File: src/rtl/ysyx_220053_trap_seq_if.sv
// Signal bundle between the execute stage / CSR file and the trap sequencer.
// The master is the core side; the slave is the sequencer.
interface ysyx_220053_trap_seq_if #(
    parameter int XLEN = 64
);
    // inst_valid_i qualifies ecall_i, mret_i and interrupt acceptance; the other
    // core-side inputs are plain levels. Outputs carry no handshake and are only
    // meaningful in the cycle they are asserted.
    logic            inst_valid_i;
    logic [XLEN-1:0] pc_i;
    logic            ecall_i;
    logic            mret_i;
    logic            irq_timer_i;
    logic            irq_en_i;
    logic [XLEN-1:0] mtvec_i;
    logic [XLEN-1:0] mepc_i;
    logic            csr_wen_o;
    logic [11:0]     csr_id_o;
    logic [2:0]      csr_op_o;
    logic [XLEN-1:0] csr_data_o;
    logic            kill_o;
    logic            stall_o;
    logic            redirect_o;
    logic [XLEN-1:0] redirect_pc_o;

    modport master (
        output inst_valid_i, pc_i, ecall_i, mret_i, irq_timer_i, irq_en_i,
               mtvec_i, mepc_i,
        input  csr_wen_o, csr_id_o, csr_op_o, csr_data_o, kill_o, stall_o,
               redirect_o, redirect_pc_o
    );

    modport slave (
        input  inst_valid_i, pc_i, ecall_i, mret_i, irq_timer_i, irq_en_i,
               mtvec_i, mepc_i,
        output csr_wen_o, csr_id_o, csr_op_o, csr_data_o, kill_o, stall_o,
               redirect_o, redirect_pc_o
    );
endinterface

File: src/rtl/ysyx_220053_trap_seq.sv
// Trap sequencer: serialises mepc/mcause writes through the CSR write port on
// ecall or timer interrupt, then redirects fetch to mtvec; mret redirects to mepc.
module ysyx_220053_trap_seq #(
    parameter int              XLEN        = 64,
    parameter logic [XLEN-1:0] ECALL_CAUSE = 64'd11,
    parameter logic [XLEN-1:0] TIMER_CAUSE = 64'h8000_0000_0000_0007
) (
    input  logic                  clk,
    input  logic                  rst_n,
    ysyx_220053_trap_seq_if.slave bus,
    output logic [1:0]            dbg_state
);
    localparam logic [11:0] CSR_MEPC   = 12'h341;
    localparam logic [11:0] CSR_MCAUSE = 12'h342;

    typedef enum logic [1:0] {
        IDLE     = 2'd0,
        WR_EPC   = 2'd1,
        WR_CAUSE = 2'd2,
        REDIR    = 2'd3
    } state_t;

    state_t          state;
    state_t          state_nxt;
    logic [XLEN-1:0] epc_q;
    logic [XLEN-1:0] cause_q;

    logic timer_evt;
    logic ecall_evt;
    logic mret_evt;
    logic take_trap;

    // Events are only looked at in IDLE; timer outranks ecall, ecall outranks mret.
    assign timer_evt = bus.inst_valid_i & bus.irq_timer_i & bus.irq_en_i;
    assign ecall_evt = bus.inst_valid_i & bus.ecall_i;
    assign mret_evt  = bus.inst_valid_i & bus.mret_i;
    assign take_trap = (state == IDLE) & (timer_evt | ecall_evt);

    assign dbg_state = state;

    always_ff @(posedge clk) begin
        if (!rst_n) begin
            state   <= IDLE;
            epc_q   <= '0;
            cause_q <= '0;
        end else begin
            state <= state_nxt;
            if (take_trap) begin
                epc_q   <= bus.pc_i;
                cause_q <= timer_evt ? TIMER_CAUSE : ECALL_CAUSE;
            end
        end
    end

    always_comb begin
        state_nxt         = state;
        bus.csr_wen_o     = 1'b0;
        bus.csr_id_o      = 12'h000;
        bus.csr_op_o      = 3'b000;
        bus.csr_data_o    = '0;
        bus.kill_o        = 1'b0;
        bus.stall_o       = 1'b0;
        bus.redirect_o    = 1'b0;
        bus.redirect_pc_o = '0;
        case (state)
            IDLE: begin
                if (timer_evt || ecall_evt) begin
                    bus.kill_o  = 1'b1;
                    bus.stall_o = 1'b1;
                    state_nxt   = WR_EPC;
                end else if (mret_evt) begin
                    bus.redirect_o    = 1'b1;
                    bus.redirect_pc_o = bus.mepc_i;
                end
            end
            WR_EPC: begin
                bus.csr_wen_o  = 1'b1;
                bus.csr_id_o   = CSR_MEPC;
                bus.csr_data_o = epc_q;
                bus.stall_o    = 1'b1;
                state_nxt      = WR_CAUSE;
            end
            WR_CAUSE: begin
                bus.csr_wen_o  = 1'b1;
                bus.csr_id_o   = CSR_MCAUSE;
                bus.csr_data_o = cause_q;
                bus.stall_o    = 1'b1;
                state_nxt      = REDIR;
            end
            REDIR: begin
                // Direct mode only: the mode bits of mtvec are dropped.
                bus.redirect_o    = 1'b1;
                bus.redirect_pc_o = {bus.mtvec_i[XLEN-1:2], 2'b00};
                state_nxt         = IDLE;
            end
            default: state_nxt = IDLE;
        endcase
    end
endmodule
File: src/flat_wrapper.sv
// flat-port wrapper written by rule: the top's interface ports become plain ports
module ysyx_220053_trap_seq_flat 
#(
    parameter int              XLEN        = 64,
    parameter logic [XLEN-1:0] ECALL_CAUSE = 64'd11,
    parameter logic [XLEN-1:0] TIMER_CAUSE = 64'h8000_0000_0000_0007
)
  (clk, rst_n, dbg_state, bus_inst_valid_i, bus_pc_i, bus_ecall_i, bus_mret_i, bus_irq_timer_i, bus_irq_en_i, bus_mtvec_i, bus_mepc_i, bus_csr_wen_o, bus_csr_id_o, bus_csr_op_o, bus_csr_data_o, bus_kill_o, bus_stall_o, bus_redirect_o, bus_redirect_pc_o);
  ysyx_220053_trap_seq_if #(.XLEN(XLEN)) bus_i ();
  input  logic clk;
  input  logic rst_n;
  output logic [1:0] dbg_state;
  input wire logic [$bits(bus_i.inst_valid_i)-1:0] bus_inst_valid_i;
  input wire logic [$bits(bus_i.pc_i)-1:0] bus_pc_i;
  input wire logic [$bits(bus_i.ecall_i)-1:0] bus_ecall_i;
  input wire logic [$bits(bus_i.mret_i)-1:0] bus_mret_i;
  input wire logic [$bits(bus_i.irq_timer_i)-1:0] bus_irq_timer_i;
  input wire logic [$bits(bus_i.irq_en_i)-1:0] bus_irq_en_i;
  input wire logic [$bits(bus_i.mtvec_i)-1:0] bus_mtvec_i;
  input wire logic [$bits(bus_i.mepc_i)-1:0] bus_mepc_i;
  output wire logic [$bits(bus_i.csr_wen_o)-1:0] bus_csr_wen_o;
  output wire logic [$bits(bus_i.csr_id_o)-1:0] bus_csr_id_o;
  output wire logic [$bits(bus_i.csr_op_o)-1:0] bus_csr_op_o;
  output wire logic [$bits(bus_i.csr_data_o)-1:0] bus_csr_data_o;
  output wire logic [$bits(bus_i.kill_o)-1:0] bus_kill_o;
  output wire logic [$bits(bus_i.stall_o)-1:0] bus_stall_o;
  output wire logic [$bits(bus_i.redirect_o)-1:0] bus_redirect_o;
  output wire logic [$bits(bus_i.redirect_pc_o)-1:0] bus_redirect_pc_o;
  assign bus_i.inst_valid_i = bus_inst_valid_i;
  assign bus_i.pc_i = bus_pc_i;
  assign bus_i.ecall_i = bus_ecall_i;
  assign bus_i.mret_i = bus_mret_i;
  assign bus_i.irq_timer_i = bus_irq_timer_i;
  assign bus_i.irq_en_i = bus_irq_en_i;
  assign bus_i.mtvec_i = bus_mtvec_i;
  assign bus_i.mepc_i = bus_mepc_i;
  assign bus_csr_wen_o = bus_i.csr_wen_o;
  assign bus_csr_id_o = bus_i.csr_id_o;
  assign bus_csr_op_o = bus_i.csr_op_o;
  assign bus_csr_data_o = bus_i.csr_data_o;
  assign bus_kill_o = bus_i.kill_o;
  assign bus_stall_o = bus_i.stall_o;
  assign bus_redirect_o = bus_i.redirect_o;
  assign bus_redirect_pc_o = bus_i.redirect_pc_o;
  ysyx_220053_trap_seq #(.XLEN(XLEN), .ECALL_CAUSE(ECALL_CAUSE), .TIMER_CAUSE(TIMER_CAUSE)) u_core (.clk(clk), .rst_n(rst_n), .bus(bus_i), .dbg_state(dbg_state));
endmodule
File: config.mk
export PLATFORM = sky130hd
export DESIGN_NAME = ysyx_220053_trap_seq_flat
export DESIGN_NICKNAME = d
export VERILOG_FILES = /design/src/rtl/ysyx_220053_trap_seq_if.sv /design/src/rtl/ysyx_220053_trap_seq.sv /design/src/flat_wrapper.sv
export SDC_FILE = /design/constraint.sdc
export NUM_CORES = 1
export LEC_CHECK = 0
export BUFFER_PORTS_ARGS = -buffer_cell sky130_fd_sc_hd__buf_2
export CORE_AREA = 5 5 133 135
export DETAILED_ROUTE_END_ITERATION = 8
export DIE_AREA = 0 0 138 140
export PLACE_DENSITY = 0.67
export SETUP_SLACK_MARGIN = 0.5
export SLEW_MARGIN = 20
export SYNTH_ARGS = -nofsm -noshare
export SYNTH_HDL_FRONTEND = slang
export SYNTH_SLANG_ARGS = --single-unit
File: constraint.sdc
create_clock -name clk -period 2.41 [get_ports clk]
set_clock_uncertainty 0.2 [all_clocks]
set_input_delay 0.241 -clock clk [delete_from_list [all_inputs] [get_ports clk]]
set_output_delay 0.241 -clock clk [all_outputs]
set_load 0.005 [all_outputs]
==> results.yml <==
run_status:
  status: "finished, final reports clean"
yosys:
  yosys_warnings: 0
  yosysSeqAreaShare: 0.302
  netlist_top_cells_area: "dfxtp_1 (30%), nand2_1 (16%), mux2i_1 (14%)"
  synth_top_area_frac: 0.302
  ys_ff_latch: 69
  postSynthCellCount: 636
  synth_common_cells: "nand2_1 (199), dfxtp_1 (69), a21oi_1 (66), mux2i_1 (65), nand4_1 (62)"
  synth_edf_count: 0
  yosysUniqueCellTypes: 26
  synthFlopType: "dfxtp_1"
  yosys.area.top_type: "dfxtp_1"
  async_flop_share: 0
  yosysMostFrequentCell: "nand2_1"
  synthesis.area_um2: 4570
  synth.avg_cell_area_um2: 7.18
hold_path:
  hold_end: "u_core.dbg_state[0]"
  min_path_cells: 3
  hp-class: "in2reg"
  worstHoldStart: "bus_inst_valid_i"
cells_and_area:
  drive_gt1_frac: 0.488
  area_growth_pct: 96.4
  fin_area_um2: 8970
  nets: 1240
  finish.utilization: 0.549
global_routing:
  grt_pass1_vias: 6242
  grt_util_all_layers: 0.229
  grt_max_degree: 66
  grt_pass1_wl_um: 35500
  grt_overflow: 0
  antenna_found_initial: 3
placed_design:
  hpwl_um: 14300
  placed_area_um2: 6380
  portBuffers: 335
  place.gp.congestion: 0.955
  place_worst_setup_slack_ns: 0.357
cts:
  clock_sinks: 69
  cts_tree: "built"
  clk_pin_slew_ns: 0.05
  h-tree-depth: 3
  cts.path.max_buffers: 2
  clkLatencyLatePin_ns: 0.33
  cts-root-buf: "clkbuf_16"
  cts_inserted_buffers: 9
timing:
  hold_viol_final: 0
  finalCritPeriodShare: 0.927
  setup_ws_ns: 0.176
  setup_tns_ns: 0
  finalMaxSlewViolations: 0
  period_needed_ns: 2.23
  grt_setup_unrepaired: "true"
  final-setup-viol-count: 0
  fmax_mhz: 448
pwr:
  peakVddDrop_v: 0.000703
  p_total_mw: 8.74
  p_per_area_nw_per_um2: 974
  p_leak_nw: 4.11
detailed_routing:
  final_antenna_net_count: 0
  viasPerCell: 5.07
  num_vias: 6392
  wl_per_cell_um: 19.9
  drtIter0Drc: 450
  dr.pass1.iters: 6
  drc_errors: 0
  wl_um: 25100
worst_setup_path:
  cp.required_ns: 1.97
  ff2ff_path_depth: 9
  cp_cell_sequence: "inv_4 > ha_4 > and2_4 > buf_12 > clkbuf_16 > nand4_1 > a21oi_1 > buf_2"
  r2r_end: "u_core.cause_q[3]"
  reg2reg_from: "u_core.dbg_state[0]"
  crit_path_max_fanout: 8
  regToRegSetupSlack_ns: 0.59
  cp-start-kind: "flip-flop"
  cp-end-kind: "output pin"
  crit_type: "reg2out"
  cp_slowest_cell: "dfxtp_2"
  critical-path-max-stage-delay_ns: 0.33
  crit_arrival_ns: 1.79
die:
  core_area_um2: 16300
  die_area_um2: 19300
  die_y_um: 140
  initial_core_util: 0.279
  dieWidth_um: 138
  placement_rows: 47
  ios: 348
job:
  cap_violations: 0
[how the worst max path moves through the flow]
stage / endpoint / start / slack (ns)
2_1_floorplan: bus_csr_data_o[31] / u_core.dbg_state[0] / 0.48
3_3_place_gp: bus_redirect_pc_o[38] / u_core.dbg_state[0] / 0.39
3_5_place_dp: bus_redirect_pc_o[1] / u_core.dbg_state[1] / 0.36
4_1_cts: bus_redirect_pc_o[57] / u_core.dbg_state[0] / 0.17
5_1_grt: bus_redirect_pc_o[41] / u_core.dbg_state[0] / 0.1
6_report: bus_redirect_pc_o[9] / u_core.dbg_state[0] / 0.18
[area by class of cell]
type / count / area [µm²]
diodes: 3 / 7.51
fillers: 1436 / 7380
flip-flops and latches: 69 / 1380
clock buffers: 14 / 274
inverters: 3 / 13.8
repair buffers: 462 / 3770
multi-input cells: 489 / 3240
well taps: 220 / 275
clock inverters: 1 / 5.00
[cells by family after synthesis]
group / count (synthesis) / synth area share
muxes: 65 / 0.142
adders and majority gates: 7 / 0.0192
DFF: 69 / 0.302
buffers and inverters: 87 / 0.102
other: 1 / 0.000821
AOI/OAI and AO/OA: 79 / 0.0934
and+or+nand+nor: 328 / 0.340
[through the flow]
stage | hold WS (ns) | std cells
after floorplan | 0.183 | 645
final | 0.0920 | 1261
after detailed placement | 0.244 | 1134
after global routing | 0.108 | 1261
after global placement | 0.238 | 1134
after CTS | 0.0406 | 1252
[where the power goes]
| group | internal [mW] | switching [mW] | total, mW |
|---|---|---|---|
| clock network | 0.775 | 0.489 | 1.26 |
| registers | 1.34 | 0.111 | 1.45 |
| logic | 3.20 | 2.83 | 6.03 |
| total | 5.31 | 3.43 | 8.74 |
[registers in the layout, indices dropped and copies added (netlist names)]
| register | flops |
|---|---|
| u_core.epc_q | 64 |
| u_core.dbg_state | 2 |
| u_core.cause_q | 3 |
[cells in the final DEF, fill, tap and decap left out, types with 4 or more instances in the layout]
cell type	count
buf_12	16
buf_8	4
and3_1	16
and3_4	43
buf_4	16
nand2_1	198
nand4_1	62
buf_2	281
a21oi_2	27
buf_6	62
clkbuf_16	11
dfxtp_1	67
buf_16	15
dlygate4sd3_1	64
a21oi_1	33
mux2i_1	63
conb_1	10
a21oi_4	7
[layer usage]
| metal | track usage | vias up | wire length, µm |
|---|---|---|---|
| li1 | - | 2975 | - |
| met1 | 0.259 | 2986 | 9090 |
| met5 | 0 | - | 0 |
| met2 | 0.397 | 368 | 12800 |
| met4 | 0.115 | 0 | 1050 |
| met3 | 0.0641 | 63 | 2180 |
[critical path: cells and delay by family (launching register included)]
family          cells  cell delay [ns]
flops               1             0.33
fa+ha+maj           1             0.14
simple gates        2             0.32
compound gates      1             0.16
buf+inv             4             0.51
[timing repair]
item                                    4_1_cts  5_1_grt
pin swaps                                    14       22
cloned                                       17        2
hold buffers                                 64        0
setup buffers                                22        4
endpoints found under the setup margin      135      185
hold endpoints to repair                     64        0
gates resized for setup                      91      111
Power figures use the tool's default switching activity.
